--- src/rtl/debounce_sync.sv ---
// rtl/debounce_sync.sv - two-flop synchronizer plus four-state debounce qualifier for a raw pad input
module debounce_sync #(
  parameter int DEBOUNCE_CYCLES = 50000,
  parameter int CNT_W           = 16
) (
  input  logic clk,
  input  logic reset,
  input  logic din,
  output logic level,
  output logic rise,
  output logic fall,
  output logic busy
);

  typedef enum logic [1:0] {
    STABLE_LOW  = 2'd0,
    WAIT_HIGH   = 2'd1,
    STABLE_HIGH = 2'd2,
    WAIT_LOW    = 2'd3
  } state_t;

  localparam logic [CNT_W-1:0] CNT_MAX = CNT_W'(DEBOUNCE_CYCLES - 1);

  logic             sync1_q, sync1_d;
  logic             sync2_q, sync2_d;
  state_t           state_q, state_d;
  logic [CNT_W-1:0] cnt_q, cnt_d;
  logic             level_q, level_d;
  logic             rise_q, rise_d;
  logic             fall_q, fall_d;
  logic             s;

  assign s = sync2_q;

  always_ff @(posedge clk) begin
    if (!reset) begin
      sync1_q <= 1'b0;
      sync2_q <= 1'b0;
      state_q <= STABLE_LOW;
      cnt_q   <= '0;
      level_q <= 1'b0;
      rise_q  <= 1'b0;
      fall_q  <= 1'b0;
    end else begin
      sync1_q <= sync1_d;
      sync2_q <= sync2_d;
      state_q <= state_d;
      cnt_q   <= cnt_d;
      level_q <= level_d;
      rise_q  <= rise_d;
      fall_q  <= fall_d;
    end
  end

  // Only sync1 looks at the raw pin; everything downstream sees s.
  always_comb begin
    sync1_d = din;
    sync2_d = sync1_q;
    state_d = state_q;
    cnt_d   = cnt_q;
    level_d = level_q;
    rise_d  = 1'b0;
    fall_d  = 1'b0;
    case (state_q)
      STABLE_LOW: begin
        if (s) begin
          state_d = WAIT_HIGH;
          cnt_d   = '0;
        end
      end
      WAIT_HIGH: begin
        if (!s) begin
          state_d = STABLE_LOW;
          cnt_d   = '0;
        end else if (cnt_q == CNT_MAX) begin
          state_d = STABLE_HIGH;
          cnt_d   = '0;
          level_d = 1'b1;
          rise_d  = 1'b1;
        end else begin
          cnt_d = cnt_q + CNT_W'(1);
        end
      end
      STABLE_HIGH: begin
        if (!s) begin
          state_d = WAIT_LOW;
          cnt_d   = '0;
        end
      end
      WAIT_LOW: begin
        if (s) begin
          state_d = STABLE_HIGH;
          cnt_d   = '0;
        end else if (cnt_q == CNT_MAX) begin
          state_d = STABLE_LOW;
          cnt_d   = '0;
          level_d = 1'b0;
          fall_d  = 1'b1;
        end else begin
          cnt_d = cnt_q + CNT_W'(1);
        end
      end
      default: begin
        state_d = STABLE_LOW;
        cnt_d   = '0;
      end
    endcase
  end

  always_comb begin
    busy  = (state_q == WAIT_HIGH) || (state_q == WAIT_LOW);
    level = level_q;
    rise  = rise_q;
    fall  = fall_q;
  end

endmodule

--- config.mk ---
export PLATFORM = sky130hd
export DESIGN_NAME = debounce_sync
export DESIGN_NICKNAME = d
export VERILOG_FILES = /design/src/rtl/debounce_sync.sv
export SDC_FILE = /design/constraint.sdc
export NUM_CORES = 1
export LEC_CHECK = 0
export CAP_MARGIN = 20
export CORE_MARGIN = 1
export CORE_UTILIZATION = 60
export CTS_BUF_LIST = sky130_fd_sc_hd__clkbuf_2
export DETAILED_ROUTE_END_ITERATION = 6
export DONT_BUFFER_PORTS = 1
export GPL_TIMING_DRIVEN = 0
export PLACE_DENSITY = 0.76
export SYNTH_ARGS = -nofsm -noshare
export SYNTH_HDL_FRONTEND = slang
export SYNTH_SLANG_ARGS = --single-unit
export TNS_END_PERCENT = 30
--- constraint.sdc ---
create_clock -name clk -period 2.1 [get_ports clk]
set_input_delay 0.63 -clock clk [delete_from_list [all_inputs] [get_ports clk]]
set_output_delay 0.63 -clock clk [all_outputs]
set_load 0.05 [all_outputs]
==> results by group <==
Setup path
  – Crit. End Element: flop
  – Arr. time, crit path: 2.22 ns
  – Startpoint types: flop
  – Crit-path cells: or4bb_1 > nor4_4 > buf_4 > or2_1 > nor3_1 > a311o_1
  – Slowest stage cell, crit path: or4bb_1
  – Crit path max fanout: 6
  – WP data required: 2.34 ns
  – Max incr delay on CP: 0.56 ns
  – CP Class: flop to flop

GRT
  – First-pass GRT wire length: 3.719 mm
  – Initial antenna violation count: 0
  – Largest net degree at the start of global routing: 13
  – Grt total ovfl: 0
  – Vias in the first global route: 856
  – All-Layer GR Usage: 25.25%

Routing
  – DR DRC count: 0
  – Metal3 WL: 134 µm
  – Met2 WL: 1.109 mm
  – WL final: 2.408 mm
  – Via-per-instance ratio: 6.092
  – M1 WL: 1.164 mm
  – First drt pass iteration count: 4
  – Post-route ant nets: 0
  – Top Metal Used: met3
  – Initial DRC Count: 24
  – Via count: 993
  – WL per Instance: 14.77 µm

Floorplanning
  – Rows: 15
  – Die W: 45.40 µm
  – I/O pins: 7
  – DIE AREA: 0.002061 mm²
  – Die height: 45.40 µm
  – Core area: 0.001745 mm²
  – Starting Density: 64.73%

Power
  – VDD IR max: 462.6 µV
  – Leakage power: 0.4183 nW
  – Cell Pwr Density: 542.4 mW/mm²
  – Tot Pwr: 0.6521 mW

Timing
  – Worst Max-Slew Pin Slew: 0.5881 ns
  – Min cycle time layout: 1.974 ns
  – Relative slew margins: 60.96%
  – Unrepaired setup endpoints after global routing: false
  – Setup TNS: 0 ns
  – Worst clock skew: 0.007487 ns
  – Fmax: 0.5066 GHz
  – Final Hold Vio Count: 0
  – Slew Viols, Final: 0
  – Final worst slack: 0.1259 ns
  – Period utilisation layout: 94.01%
  – Setup violations, final: 0

Layout
  – # diodes: 0
  – Area growth syn-to-layout: 6.423%
  – NumNets Final: 143
  – Layout cell share with drive strength beyond 1: 12.32%
  – Final instance area: 0.001202 mm²
  – Layout fillers: 154

Clocking
  – CTS clk-pin slew, worst paths: 0.19 ns
  – CTS sink count: 23
  – H-tree depth: 1
  – Post-CTS Hold Buffers: 0
  – CTS buffer count: 3
  – CTS tree: done
  – Root buffer cell: clkbuf_2
  – Skew-Pair Late Insertion Delay: 0.33 ns
  – CTS Buffer Depth: 2

Placement
  – IO buf count: 0
  – Hpwl dp: 1.663 mm
  – Worst slack at placement: 0.09306 ns
  – Placed inst area: 0.001161 mm²
  – GP Congestion: 0.8314

Synthesis
  – Yosys Warn Count: 0
  – Synth unique cells: 38
  – EDFF count, synth: 0
  – Avg Inst Size Synth: 8.495 µm²
  – Synthesized area: 0.001130 mm²
  – Synth top cells by count: 23 x dfxtp_1, 23 x nand2_1, 11 x a31oi_1
  – Cell taking the most area after synthesis: dfxtp_1
  – Post-synthesis sequential area ratio: 40.75%
  – Top cells by area, synth: dfxtp_1 41%, nand2_1 7.6%, a31oi_1 6.1%
  – Flops & latches, synth: 23
  – Synth async-reset ratio: 0%
  – Syn nets: 137
  – Post-synth top flop: dfxtp_1
  – Gate Count Post-Synth: 133
  – Yosys top cell area share: 40.75%

Run
  – Maxcap violations: 0

Run status
  – Status: finished clean

Min path
  – Hold WC Path Type: primary input to flop
layout by cell type (no fill, tap or decap), types with 3 or more instances in the layout:
| cell type | n |
|---|---|
| nor2_1 | 4 |
| nand2_1 | 23 |
| dfxtp_1 | 22 |
| inv_1 | 4 |
| a31oi_1 | 11 |
| o21ai_0 | 5 |
| a21oi_1 | 5 |
| nor3_1 | 3 |
| clkbuf_2 | 4 |
| nand3_1 | 8 |
| and2_1 | 5 |
where the power goes:
group / switching (mW) / internal, mW
sequential: 0.0101 / 0.441
clock: 0.126 / 0.0504
combinational: 0.0161 / 0.00807
total: 0.152 / 0.500
metal layers:
layer	GRT usage [%]	vias up
li1	-	494
met1	33.17	471
met3	8.333	0
met2	38.86	28
met4	7.879	0
met5	0	-
area by class of cell:
type | instances | area (µm²) | area share (%)
repair buffers | 1 | 7.507 | 0.6244
flip-flops and latches | 23 | 461.7 | 38.40
clock buffers | 4 | 20.02 | 1.665
well taps | 25 | 31.28 | 2.601
inverters | 4 | 15.01 | 1.249
plain buffers | 6 | 40.04 | 3.330
multi-input cells | 100 | 626.9 | 52.13
critical path, delay by kind of cell (launching register included):
| kind | cells | cell delay [ns] |
|---|---|---|
| simple gates | 4 | 0.99 |
| flops | 1 | 0.41 |
| buf+inv | 1 | 0.18 |
| compound gates | 1 | 0.31 |
final timing paths:
check | startpoint | end | slack [ns] | cells past startpoint
worst min register to register | sync1_q | s | 0.46 | 1
worst max-delay path | cnt_q[8] | cnt_q[15] | 0.13 | 6
worst min-delay path | din | sync1_q | 0.41 | 1
worst max register to register | cnt_q[8] | cnt_q[15] | 0.13 | 6
repair_timing:
item | 4_1_cts | 5_1_grt
buffers inserted | 0 | 1
endpoints found under the setup margin | 0 | 4
gates resized for setup | 0 | 3
cells by family after synthesis:
| family | share of synthesized area (%) |
|---|---|
| buffers and inverters | 4.872 |
| AO/OA/AOI/OAI | 17.28 |
| adder cells (fa/ha/maj) | 1.107 |
| XOR/XNOR | 2.326 |
| AND/OR/NAND/NOR | 33.67 |
| flip-flops | 40.75 |
stage by stage:
stage / cells / utilization (%) / hold slack [ns]
final: 163 / 68.89 / 0.4104
after CTS: 162 / 67.67 / 0.3843
after global routing: 163 / 68.89 / 0.3684
after floorplan: 133 / - / 0.4119
after detailed placement: 158 / 66.52 / 0.4218
after global placement: 158 / 66.52 / 0.4135
registers in the layout (all words and copies together), names as in the netlist, named ones only:
signal / count
s: 1
sync1_q: 1
state_q: 1
cnt_q: 16
fall: 1
rise: 1
level: 1
Power figures use the tool's default switching activity.
